<file path="config.mk">
export PLATFORM = sky130hd
export DESIGN_NAME = booth_seq_mult
export DESIGN_NICKNAME = d
export VERILOG_FILES = /design/src/rtl/booth_seq_mult.sv
export SDC_FILE = /design/constraint.sdc
export NUM_CORES = 1
export LEC_CHECK = 0
export CORE_ASPECT_RATIO = 1.25
export CORE_MARGIN = 2
export CORE_UTILIZATION = 42
export DETAILED_ROUTE_END_ITERATION = 10
export GPL_ROUTABILITY_DRIVEN = 0
export GPL_TIMING_DRIVEN = 0
export PLACE_DENSITY = 0.7
export SLEW_MARGIN = 0
export SYNTH_ARGS = -nofsm -noshare
export SYNTH_HDL_FRONTEND = slang
export SYNTH_SLANG_ARGS = --single-unit
</file>
<file path="constraint.sdc">
create_clock -name i_clk -period 10.35 [get_ports i_clk]
set_input_delay 2.07 -clock i_clk [delete_from_list [all_inputs] [get_ports i_clk]]
set_output_delay 2.07 -clock i_clk [all_outputs]
set_load 0.01 [all_outputs]
</file>
<file path="src/rtl/booth_seq_mult.sv">
// booth_seq_mult: sequential radix-2 Booth multiplier with valid/ready handshakes.
// Operands are extended to WIDTH+1 bits so a single datapath serves signed and
// unsigned products; WIDTH+1 Booth steps run, then the result waits in DONE.
module booth_seq_mult #(
    parameter int unsigned WIDTH = 32
) (
    input  logic                 i_clk,
    input  logic                 i_rst,
    input  logic                 i_valid,
    output logic                 o_ready,
    input  logic [WIDTH-1:0]     i_inputA,
    input  logic [WIDTH-1:0]     i_inputB,
    input  logic                 i_signed,
    output logic                 o_valid,
    input  logic                 i_ready,
    output logic [2*WIDTH-1:0]   o_result,
    output logic                 o_busy
);

    localparam int unsigned CW = $clog2(WIDTH + 2);

    typedef enum logic [1:0] {
        IDLE,
        RUN,
        DONE
    } state_t;

    state_t              state;
    state_t              state_next;
    logic [WIDTH:0]      acc_a;
    logic [WIDTH:0]      reg_q;
    logic [WIDTH:0]      reg_m;
    logic                q_m1;
    logic [CW-1:0]       count;
    logic                accept;
    logic                last_step;
    logic [WIDTH:0]      sum;
    logic [WIDTH:0]      a_next;
    logic [WIDTH:0]      q_next;
    logic [2*WIDTH+1:0]  prod_next;

    assign accept    = i_valid && o_ready;
    assign last_step = (count == CW'(1));

    // State register; reset wins over any handshake.
    always_ff @(posedge i_clk) begin
        if (i_rst) begin
            state <= IDLE;
        end else begin
            state <= state_next;
        end
    end

    // Next-state decode and handshake outputs.
    always_comb begin
        state_next = state;
        o_ready    = 1'b0;
        o_valid    = 1'b0;
        o_busy     = 1'b0;
        case (state)
            IDLE: begin
                o_ready = 1'b1;
                if (i_valid) begin
                    state_next = RUN;
                end
            end
            RUN: begin
                o_busy = 1'b1;
                if (last_step) begin
                    state_next = DONE;
                end
            end
            DONE: begin
                o_valid = 1'b1;
                o_ready = i_ready;
                if (i_ready) begin
                    state_next = i_valid ? RUN : IDLE;
                end
            end
            default: state_next = IDLE;
        endcase
    end

    // One Booth step: add/subtract M per {Q[0],Q-1}, then arithmetic shift right.
    always_comb begin
        sum = acc_a;
        case ({reg_q[0], q_m1})
            2'b01:   sum = acc_a + reg_m;
            2'b10:   sum = acc_a - reg_m;
            default: sum = acc_a;
        endcase
        a_next    = {sum[WIDTH], sum[WIDTH:1]};
        q_next    = {sum[0], reg_q[WIDTH:1]};
        prod_next = {a_next, q_next};
    end

    // Datapath: operand capture on acceptance, iteration in RUN, result latch on last step.
    always_ff @(posedge i_clk) begin
        if (i_rst) begin
            acc_a    <= '0;
            reg_q    <= '0;
            reg_m    <= '0;
            q_m1     <= 1'b0;
            count    <= '0;
            o_result <= '0;
        end else if (accept) begin
            reg_m <= {i_signed & i_inputA[WIDTH-1], i_inputA};
            reg_q <= {i_signed & i_inputB[WIDTH-1], i_inputB};
            acc_a <= '0;
            q_m1  <= 1'b0;
            count <= CW'(WIDTH + 1);
        end else if (state == RUN) begin
            acc_a <= a_next;
            reg_q <= q_next;
            q_m1  <= reg_q[0];
            count <= count - CW'(1);
            if (last_step) begin
                o_result <= prod_next[2*WIDTH-1:0];
            end
        end
    end

endmodule

</file>
* After elaboration in Yosys (flattened, before gate mapping)
Index checks and enable logic that the tools add are counted.
Storage, ports and cells: flip-flop bits (word level) 171, input bits 69, word-level logic and storage cells 41
Operators by class: $add $sub $neg 3, equality and inequality tests 8, multiplexer cells 13, bitwise operators 3, reduce and logical (&&, ||, !) cells 6
Operator list (number):
- $mux W33 | 2
- $pmux W33 S2 | 1
- $add A33 B33 Y33 | 1
- $sub A33 B33 Y33 | 1
- $mux W6 | 2
- $eq A6 B1 Y1 const B | 1
- $mux W2 | 3
- $ne A2 B2 Y1 const B | 3
- $pmux W2 S3 | 1
- $reduce_and A3 Y1 | 2
- $sub A6 B1 Y6 const B | 1
- $eq A2 B1 Y1 const B | 2
- $eq A2 B2 Y1 const B | 2
- $mux W1 | 3
- $and A1 B1 Y1 | 2
- $logic_not A2 Y1 | 1
- $pmux W1 S2 | 1
- $reduce_bool A2 Y1 | 1
- $reduce_or A2 Y1 | 1
- $logic_and A1 B1 Y1 | 1
- $not A1 Y1 | 1

* Logic depth before layout (Yosys ltp)
Gate-level depths: netlist of the first run.
depth after elaboration 5, depth in mapped cells 18, mapped depth without buffers 18

* Worst setup path after synthesis of the first run
Ideal clock, no wire load.
path kind input -> output, start in i_ready, end out o_ready, arrival 2.380 ns, setup slack 5.900 ns, cell stages on the path 2, buffers on the path 0, cells stage by stage inv_1 a21oi_1
On the way: cells in the longest elaborated chain, start to end 1
RTL lines:
- start, declared | line 15 | input logic i_ready,
- $pmux W1 S2 | line 60 | case (state)
- end, declared | line 10 | output logic o_ready,
Every way passes these cells.

* Worst setup path after layout of the first run
Ends and elaborated chain as after synthesis.

==> results of run 1 <==
==> metrics by stage <==
step                cell area [µm²]  total power, mW  cells  hold WS [ns]
CTS                           11100             1.87   1560         0.457
floorplan                      8770             1.08   1119         0.436
global route                  11100             1.95   1560         0.474
finish                        11100             1.87   1560         0.457
detailed placement            10500             1.23   1528         0.446
global placement              10500             1.22   1528         0.442
==> where the power goes <==
part	leakage [nW]	switching (mW)	internal, mW
clock	0.288	0.318	0.325
sequential	1.39	0.0340	0.695
combinational	2.30	0.292	0.200
total	3.98	0.645	1.22
==> synthesized netlist by cell type, drive strengths merged (2+ instances only) <==
cell type	n
nor4	10
nor3	19
and2	4
inv	23
a2111oi	4
a21oi	170
o21ai	39
o21bai	3
o2111ai	3
o31ai	2
nor2b	8
nand4	5
or3	4
o21a	6
nor4b	2
a31oi	12
nor3b	4
buf	11
o31a	2
a211oi	27
nand3	10
xor2	14
mux2i	13
nand2b	10
or4	2
nand3b	2
a21o	11
dfxtp	171
a311oi	5
a41oi	2
clkbuf	59
o211ai	6
nand2	212
ha	36
xnor2	42
nor2	117
o221ai	2
a22oi	32
==> critical path, stage by stage <==
cell	delay, ns
clkdlybuf4s50_1	0.45
inv_1	0.05
a21oi_1	0.23
clkdlybuf4s50_1	0.63
==> layer usage <==
layer	vias to the layer above	global-route usage	share of wire
li1	4215	-	-
met1	4031	0.302	0.43
met2	277	0.435	0.48
met3	55	0.0635	0.068
met4	0	0.0837	0.022
met5	-	0	0
==> final cells by class <==
class	count	area, µm²
flip-flops and latches	171	3420
plain buffers	70	350
well taps	274	343
clock buffers	17	425
repair buffers	135	1350
fillers	2007	9610
multi-input cells	855	4910
clock inverters	15	170
inverters	23	86.3
==> cell usage in the layout (no fill, tap or decap), types with 12 or more instances in the layout <==
cell / count
a211oi_1: 24
a21oi_1: 168
ha_1: 36
clkbuf_16: 17
nor2_1: 117
xor2_1: 14
nand2_1: 212
inv_1: 23
nor3_1: 19
a22oi_1: 32
clkdlybuf4s50_1: 135
clkbuf_1: 54
o21ai_0: 36
xnor2_1: 42
a31oi_1: 12
mux2i_1: 13
dfxtp_1: 171
==> state kept, by name, summed over array words and instances, names as in the netlist <==
name,count
o_result,64
reg_m,33
reg_q,33
acc_a,32
count,6
state,2
q_m1,1
==> worst max-delay path by stage <==
stage             start      end  slack, ns  depth (start not counted)
6_report        i_ready  o_ready       4.85                          4
5_1_grt        state[1]   o_busy       4.74                          7
4_1_cts         i_ready  o_ready       4.84                          4
3_5_place_dp    i_ready  o_ready       4.85                          4
3_3_place_gp    i_ready  o_ready       4.84                          4
2_1_floorplan   i_ready  o_ready       5.90                          2
==> kinds of logic after synthesis <==
| family | Yosys count | synth area share |
|---|---|---|
| flip-flops | 171 | 0.390 |
| adder cells (fa/ha/maj) | 37 | 0.0536 |
| AND/OR/NAND/NOR | 414 | 0.201 |
| XOR/XNOR | 56 | 0.0559 |
| multiplexers | 14 | 0.0161 |
| AO/OA/AOI/OAI | 334 | 0.234 |
| buffers and inverters | 93 | 0.0498 |
==> results.md, run 1 <==
- The average wire length per cell after detail routing is 17.6 µm.
- The worst path in the final design needs a cycle of about 5.5 ns, including I/O delays and setup.
- The floorplan step defined a core boundary enclosing 20,700 µm².
- The run finished with clean final reports.
- The number of DRC violations after detailed-routing iteration 0 is ~600.
- For hold timing, the worst endpoint is q_m1.
- After routing, the total negative slack on setup checks comes to 0 ns.
- The final HPWL from detailed placement is around 20,000 µm.
- The slew at the pin closest to its max-slew limit is 0.999 ns.
- The number of antenna violations at the first check in global routing is 0.
- For this block, the via count after detailed routing is between 8k and 9k.
- STA puts the critical path data arrival time at around 3.4 ns.
- The synthesized design contains 171 register bits.
- The startpoint identified for the worst register-to-register timing path is reg_m[6].
- The post-layout worst setup margin is 4.85 ns.
- For this block, the routed nets add up to 27,400 µm of wire.
- The most common flop cell mapped by yosys is dfxtp_1.
- The max-slew violation count is 0.
- Max-cap violations in this run came to 0.
- The count of input and output buffers is 135.
- The kind of end point of the critical path is a primary output.
- Buffers added to address setup during post-CTS repair amount to 0.
- The ratio of cells with drive above 1 in the final layout is 0.0435.
- For this run, asynchronously set or reset flops after synthesis account for 0.
- From bottom edge to top edge, the die measures 166 µm.
- The mapped netlist covers roughly 8800 µm².
- In the final design database the tool counted 1,379 nets.
- Summed over all instances, the cell type with the most area after synthesis is dfxtp_1.
- The synthesized netlist contains 64 unique library cells.
- The origin of the worst min-delay path is q_m1.
- The required time of the worst setup path is 8.28 ns.
- Once layout is complete, the utilization of the core stands at 0.535.
- Entering global routing, the biggest net connects 20 pins.
- The worst clock skew is 0.0122 ns.
- The total clock buffers created by CTS is 17.
- In this run the count of I/O pins placed on the die edge is 136.
- Counting every net in the synthesized netlist gives between 1k and 1.5k.
- The register-to-register path setup slack is 5.18 ns.
- The hold violation total from the final report is 0.
- Compared with the post-synthesis result, the final layout area differs by 26.1%.
- The total congestion overflow is 0.
- The worst-case headroom to the max-slew limit is 0.333.
- Before antenna repair, the detailed router went through 5 iterations.
- The final count of negative-setup-slack endpoints is 0.
- TritonCTS built the clock tree.
- The worst hold path stage count is 2.
- The end of the worst register-to-register path is o_result[59].
- The maximum VDD drop is 137 µV.
- The initial core utilization is 0.424.
- After detailed routing, the number of vias per cell comes to 5.50.
- The final period utilization is 0.532.
- The number of enable-type register cells in the synthesized netlist is 0.
- After clock tree synthesis, the flow added hold-fix buffers numbering 0.
- The worst-skew pair later-pin latency is between 0.4 and 0.5 ns.
- The number of diodes is 0.
- The top-area cell type share of the netlist area is 0.390.
- STA classifies the critical path startpoint as a primary input.
- The cell count after synthesis came out at 1,119.
- The share of the Yosys chip area taken by registers is 0.390.
- The maximum number of buffers from clock root to sink is 2.
- Across every metal layer, demand over resource in global routing totals 0.250.
- The wire length of the first global-routing pass is 43,400 µm.
- CTS saw 171 sinks.
- The mean post-synth cell area is ~7.8 µm².
- Dividing total power by cell area gives a power density of 169 nW/µm².
- The number of global-route vias before repair came to 8,309.
- The die width is 133 µm.
- The maximum fanout count along the critical path is 3.
- Before CTS, the worst setup slack after placement is 4.85 ns.
- The full die area is 22,100 µm².
- The leakage dissipation is 3.98 nW.
- Row generation in the floorplan step produced 59 rows.
- The critical path in this run is classified as in -> out.
- The worst min-delay path category is reg -> reg.
- The worst-case reg-to-reg path depth is 15.
- Once detail routing completed, the nets flagged for antenna violations numbered 0.
- By area the synthesized netlist is led by dfxtp_1, a21oi_1, nand2_1, ha_1, nor2_1.
- The root buffer cell chosen for the clock tree is clkbuf_16.
- Gates resized during post-CTS repair numbered 0.
- The maximum level of the CTS H-tree is 4.
- Setup repair after global routing left no endpoint under its margin.
- In the routed design, unresolved DRC markers number 0.
- The count of yosys warnings during synthesis is 0.
- The clock slew seen by the registers of the worst setup and hold paths is 0.07 ns.
- For this run, the top clock speed supported by timing is 182 MHz.
Note: power is estimated with default switching activity, not from simulation.
==> run 2: changes to the inputs <==
- PLACE_DENSITY: 0.7 -> 0.72
- clock period: 10.35 -> 4.8 ns (I/O delays scaled with it)
==> results.md, run 2 (synthesized netlist as in run 1, its figures left out) <==
- The run finished with clean final reports.
- The total area inside the core boundary comes to between 20,000 and 25,000 µm².
- For the pin with the worst max-slew slack, the measured transition is 0.823 ns.
- The number of max-cap violations is 0.
- The kind of critical path is reg -> reg.
- The total detailed-routing wirelength is 27,300 µm.
- For this configuration, the core starts out at a cell density of 0.424.
- Across all layers, the routed design uses about 8.6k vias.
- The number of buffers and inverters on the critical path is 1.
- In this design, the largest share of critical-path delay is due to compound AO/OA/AOI/OAI gates.
- The largest registers in the layout are o_result: 64 flops, reg_m: 33 flops, reg_q: 33 flops.
- The worst setup path is launched from a flop.
- The total clock buffers created by CTS is 17.
- The cell row count is 59.
- The number of global-route vias before repair was 8,240.
- The worst hold path stage count is 2.
- The path with the worst hold slack has its endpoint at o_result[16].
- Derived from the worst setup path, the maximum achievable clock frequency is 225 MHz.
- For this run, the total global-route usage over all layers was measured as 0.245.
- Walking the worst path, the cells encountered are inv_1 > ha_1 > nor2b_1 > nand4b_1 > nor3b_4 > a21oi_1 > nor2_1 > o21ai_0 > xnor2_1 > ha_1 > a21oi_1 > o21bai_1 > a21oi_1 > nor2b_1 > o21ai_0 > mux2_2 > a41o_1 > a311oi_2.
- The full die area is around 22,000 µm².
- Of the cells placed in the final design, the portion with a size suffix greater than 1 is 0.0489.
- The detailed router finished its first iteration with 622 violations.
- The post-route DRC violation count is 0.
- The wire length of the first global-routing pass is 42,400 µm.
- Among all stages on the critical path, the largest delay is contributed by dfxtp_1.
- The detail route stage leaves a number of antenna-violating nets equal to 0.
- Data on the critical path is required at its endpoint by 5.16 ns.
- In this run the register-to-register setup slack is 0.36 ns.
- The vertical die dimension is about 170 µm.
- After clock tree synthesis, the clock-pin slew on the worst setup and hold paths is 0.08 ns.
- The hold slack is 0.457 ns.
- The max-slew violation count is 0.
- The CTS tree is built.
- The clock period minus worst slack is 4.44 ns.
- The iteration count of the initial detailed-routing pass is 6.
- Dividing the final minimum period by the clock period gives 0.925.
- The origin of the worst min-delay path is o_result[16].
- Setup repair after global routing left no endpoint under its margin.
- The maximum level of the CTS H-tree is 4.
- The die width is 133 µm.
- The final layout contains 1,381 nets.
- In the final routed layout, each cell accounts on average for 17.5 µm.
- The register with the most flip-flops is o_result.
- The number of flip-flops in the largest register is between 60 and 70.
- The leakage dissipation is 3.99 nW.
- The number of antenna violations at the first check in global routing is 0.
- The worst-case reg-to-reg path depth is 18.
- Data arrives at the worst endpoint at 4.80 ns.
- Dividing the detail-routed via count by the number of cells gives 5.52.
- The end of the worst register-to-register path is o_result[61].
- The clock net sink count is between 150 and 200.
- The total congestion overflow is 0.
- In this run the tightest slew margin relative to its limit is 0.450.
- Entering global routing, the biggest net connects 18 pins.
- The power after layout is 4.00 mW.
- The hold violation total from the final report came to 0.
- The worst-case IR drop observed on VDD is 315 µV.
- The clock passes through at most 2 buffers.
- Along the worst path, the maximum fanout reaches 6.
- The cell with the most instances on the worst path is a21oi_1.
- In this run the tool buffered the top-level ports with 135 buffer cells.
- The final count of negative-setup-slack endpoints is 0.
- Leaving out fill and tap cells, the most frequent cells in the layout are nand2_1, dfxtp_1, a21oi_1, clkdlybuf4s50_1, nor2_1.
- The largest stage delay on the critical path is 0.38 ns.
- The power density over the cells is around 360 nW/µm².
- The clock arrives with 0.0125 ns of skew.
- The leading cell type in the layout, fill and taps excluded is nand2_1.
- The kind of end point of the critical path is a flop.
- The number of top-level pins is 136.
- 0 antenna diodes ended up in the layout.
- From synthesis to final layout, the design area changed by 26.4%.
- The start of the worst register-to-register path is reg_m[0].
- For the worst-skew pair, the clock arrives at the later sink with an insertion delay of ~0.45 ns.
- The root buffer selected by CTS is clkbuf_16.
- In this run the worst hold path is classified as reg -> reg.
- The final HPWL from detailed placement is 19,800 µm.
## run 2: cell count changes in the layout (fill, tap and decap cells not counted), moves of 2 or more
cell,before,now
clkinv_8,4,1
buf_4,0,2
clkinvlp_4,1,3
nor3b_1,4,2
nor3b_4,0,2
## run 2: stage by stage
| stage | std cells | setup slack (ns) | util | setup TNS [ns] | instance area [µm²] |
|---|---|---|---|---|---|
| global placement | 1528 | -0.0319 | 0.506 | -0.0904 | 10500 |
| CTS | 1560 | 0.122 | 0.534 | 0 | 11000 |
| finish | 1562 | 0.359 | 0.537 | 0 | 11100 |
| global route | 1562 | 0.00829 | 0.537 | 0 | 11100 |
| detailed placement | 1528 | -0.126 | 0.506 | -0.576 | 10500 |
| floorplan | 1119 | 0.976 | - | 0 | 8770 |
## run 2: worst register-to-register path: cells and delay by family (launching register included)
kind,cells,cell delay [ns]
compound gates,8,1.51
fa+ha+maj,2,0.53
flops,1,0.38
mux,1,0.37
simple gates,5,1.21
xor+xnor,1,0.26
buf+inv,1,0.09
## run 2: power breakdown
part	leakage [nW]	switching (mW)	total, mW	internal, mW
Combinational	2.32	0.632	1.07	0.439
Sequential	1.39	0.0742	1.57	1.50
Clock	0.271	0.656	1.36	0.700
Total	3.99	1.36	4.00	2.64
## run 2: what timing repair did
action | 4_1_cts | 5_1_grt
pin swaps | 0 | 1
endpoints found under the setup margin | 7 | 22
buffers inserted | 0 | 2
hold buffers | 0 | 0
resized for setup | 1 | 9
## run 2: worst max path at each step
stage	from	endpoint	slack (ns)	cells past startpoint
5_1_grt	reg_m[2]	acc_a[26]	0.008	18
6_report	reg_m[0]	o_result[61]	0.36	18
3_5_place_dp	reg_m[6]	acc_a[30]	-0.13	15
3_3_place_gp	reg_m[6]	o_result[61]	-0.03	16
2_1_floorplan	reg_m[2]	o_result[58]	0.98	17
4_1_cts	reg_m[2]	acc_a[30]	0.12	18
## run 2: layout make-up
class                   instances  area (µm²)
well taps                     274         343
repair buffers                137        1370
multi-input cells             855        4950
clock inverters                13         128
flip-flops and latches        171        3420
plain buffers                  70         352
clock buffers                  19         443
fillers                      2009        9580
inverters                      23        86.3
## run 2: layer usage
metal	global-route usage	wire length [µm]	vias up
li1	-	-	4224
met1	0.302	11700	4018
met2	0.409	12700	326
met3	0.0629	2090	55
met4	0.101	823	0
met5	0	0	-
==> run 3: changes to the inputs <==
- ABC_AREA: default -> 1
- GPL_ROUTABILITY_DRIVEN: 0 -> default
- PLACE_DENSITY: 0.72 -> 0.71
==> results.md, run 3 <==
- The run finished with clean final reports.
- The library cell used most frequently in the layout, excluding fill and tap cells, is nand2_1.
- The remaining antenna violation count after routing is 0.
- The worst-case reg-to-reg path depth is 18.
- The required time of the worst setup path is 5.14 ns.
- Based on the critical path, the design can be clocked at up to 283 MHz.
- For this run, the number of Yosys warnings is 0.
- The initial core utilization is 0.424.
- The netlist area before placement is 10000 µm².
- Setup slack on the critical path of the routed design comes to 1.27 ns.
- Entering global routing, the biggest net connects 18 pins.
- Clock latency on the worst-skew pair, taken at its later pin, is around 0.44 ns.
- The number of vias after detailed routing is 10.3k.
- In this run the critical register-to-register path is launched from reg_q[0].
- The die is between 100 and 150 µm wide.
- The number of non-filler instances in the completed layout is 2,034.
- The cell row count is 63.
- Counting distinct cell types in the post-synthesis netlist gives 43.
- The hold violation total from the final report is 0.
- After clock tree synthesis, the flow added hold-fix buffers numbering 0.
- The ratio of cells with drive above 1 in the final layout is 0.0643.
- For the pin with the worst max-slew slack, the measured transition is 0.776 ns.
- Port buffering added 135 buffers.
- The worst setup path is of the reg -> reg kind.
- In the finished design, the share of the clock period the worst path needs comes to 0.735.
- The amount of wire on met3 after detailed routing is 1630 µm.
- In this run the vertical extent of the chip is 177 µm.
- For flop-to-flop paths, the worst setup slack is ~1.3 ns.
- The max-slew violation count is 0.
- The maximum level of the CTS H-tree is 4.
- The number of top-level pins is 136.
- Counting flops per register, the top entry is o_result.
- Dividing total power by cell area gives a power density of roughly 340 nW/µm².
- The routed metal-1 wirelength is 13,000 µm.
- Post-CTS repair changed the size of 0 cells.
- The amount of wire on met2 after detailed routing is 16,300 µm.
- The fraction of synthesis flops using an asynchronous set or reset pin is 0.
- The register with the most flip-flops in the layout has 64 of them.
- The clock passes through at most 2 buffers.
- The library cells used most frequently in the layout, excluding fill and tap cells, are nand2_1, inv_1, dfxtp_1, nor2_1, clkdlybuf4s50_1.
- The number of DRC violations after detailed-routing iteration 0 is 658.
- The root buffer selected by CTS is clkbuf_16.
- The end point of the worst hold path is o_result[27].
- The tool flagged a number of max-cap violations equal to 0.
- The worst hold path stage count is 2.
- When the netlist entered floorplanning its net count stood at 1,681.
- The power after layout is 4.17 mW.
- The worst-case headroom to the max-slew limit is 0.483.
- For this run, design rule violations remaining after detail routing come to 0.
- Once layout is complete, the utilization of the core stands at 0.523.
- Synthesis produced a netlist whose cell count is 1,575.
- The number of antenna violations at the first check in global routing is 0.
- The total overflow left after global routing is 0.
- The synthesized design spends more area on one cell type than any other, namely dfxtp_1.
- The setup slack after placement is 1.27 ns.
- The maximum VDD drop is 265 µV.
- At the worst endpoint, the arrival time is 3.86 ns.
- The number of antenna diodes in the final layout is 0.
- For this run, the total global-route usage over all layers was measured as 0.262.
- The top-area cell type share of the netlist area is 0.342.
- Detailed placement ended at an HPWL of 25,900 µm.
- The startpoint identified for the worst hold timing path is o_result[27].
- Buffers inserted during clock tree synthesis total 17.
- The number of cells after detailed placement is 2,002.
- The most common cell in the synthesized netlist is nand2_1.
- Compared with the post-synthesis result, the final layout area differs by 23.4%.
- The total detailed-routing wirelength is 32,200 µm.
- The wire length of the first global-routing pass is 51,100 µm.
- The end of the worst register-to-register path is o_result[53].
- After synthesis, the mean cell area works out to 6.35 µm².
- In the synthesized netlist the dominant register cell turns out to be dfxtp_1.
- Adding up every negative setup slack in the final design gives 0 ns.
- The clock slew seen by the registers of the worst setup and hold paths is 0.07 ns.
- The post-CTS repair timing setup buffer count is 0.
- Setup repair after global routing left no endpoint under its margin.
- The worst clock skew is 0.00933 ns.
- The maximum fanout count along the critical path is 10.
- For this run, the register share of the synthesized area comes to 0.342.
- The worst hold path belongs to the class reg -> reg.
- The core area is ~24,000 µm².
- The average wire length per cell after detail routing is 15.8 µm.
- Setup violations remaining at the end of the flow were counted as 0.
- The placer's final routability congestion estimate is 0.940.
- The leakage dissipation is 5.77 nW.
- The detailed router used layers up to and including met4.
- In the final layout, the registers with the most flip-flops are o_result: 64 flops, reg_m: 33 flops, reg_q: 33 flops.
- STA classifies the critical path startpoint as a flop.
- Sorting the synthesized cells by how often they occur yields nand2_1, inv_1, dfxtp_1.
- TritonCTS built the clock tree.
- The clock period minus worst slack is about 3.5 ns.
- In this run, synthesis produced a sequential element count of about 170.
- The layout has ~2.4k filler cells.
- Dividing the detail-routed via count by the number of cells gives 5.07.
- The number of nets in the finished design is 1,835.
- Yosys mapped a number of flops with a built-in enable equal to 0.
- The number of global-route vias before repair is 10.2k.
- The kind of end point of the critical path is a flop.
- Ranked by total cell area, the synthesized netlist is headed by dfxtp_1, nand2_1, inv_1, nor2_1, a21oi_1.
- The iteration count of the initial detailed-routing pass is 6.
- The floorplan step defined a die boundary enclosing between 20,000 and 30,000 µm².
- The clock net sink count is 171.
==> run 3: cell types whose count changed after synthesis, moves of 26 or more <==
cell     delta
o21ai_0    +32
buf_2      +26
nor2_1     +51
xnor2_1    -39
inv_1     +197
nand2_1   +256
a22oi_1    -32
a21oi_1    -51
nand3_1    +68
==> run 3: report_power, final <==
part	switching [mW]	total (mW)	internal, mW
Clock	0.646	1.49	0.840
Sequential	0.0672	1.58	1.51
Combinational	0.711	1.11	0.397
Total	1.42	4.17	2.75
==> run 3: through the flow <==
step                      cell area, µm²  hold WS, ns
after detailed placement           11700        0.454
after CTS                          12300        0.465
after global routing               12300        0.489
after global placement             11700        0.448
after floorplan                    10000        0.441
final                              12300        0.458
==> run 3: layout make-up <==
cell class	count	area [µm²]	share of cell area
Clock inverter	15	198	0.0160
Inverter	230	863	0.0700
Clock buffer	17	425	0.0345
Tap cell	292	365	0.0296
Timing Repair Buffer	135	1350	0.110
Buffer	65	292	0.0236
Multi-Input combinational cell	1109	5420	0.439
Sequential cell	171	3420	0.277
==> run 3: critical path, stage by stage (launching register included) <==
cell and delay [ns]:
dfxtp_1 0.34, ha_1 0.32, inv_1 0.12, buf_2 0.23
buf_2 0.30, o31ai_1 0.15, xor2_1 0.18, ha_1 0.40
nand2_1 0.15, nor2_1 0.24, a21oi_1 0.10, nand2_1 0.18
nand3_1 0.14, nand2_1 0.08, nand2_1 0.04, nand3_1 0.15
nand3_1 0.15, nand2_1 0.09, inv_1 0.04
==> run 3: worst max-delay path by stage <==
stage	from	end	slack, ns	cells after the start
detailed placement	q_m1	o_result[53]	1.27	22
CTS	reg_q[0]	o_result[53]	1.26	18
global route	q_m1	o_result[53]	0.99	22
global placement	reg_q[0]	o_result[53]	1.36	18
floorplan	reg_m[0]	o_result[57]	2.11	19
finish	reg_q[0]	o_result[53]	1.27	18
==> run 3: cells by family after synthesis <==
group / count (synthesis) / synth area share
xor gates and xnor gates: 35 / 0.0307
buffers and inverters: 295 / 0.116
and+or+nand+nor: 777 / 0.321
DFF: 171 / 0.342
adders and majority gates: 37 / 0.0471
AOI/OAI and AO/OA: 260 / 0.144
==> run 3: metal layers <==
metal	vias to the layer above	track usage
li1	5255	-
met5	-	0
met1	4677	0.293
met2	306	0.480
met4	0	0.117
met3	72	0.0464
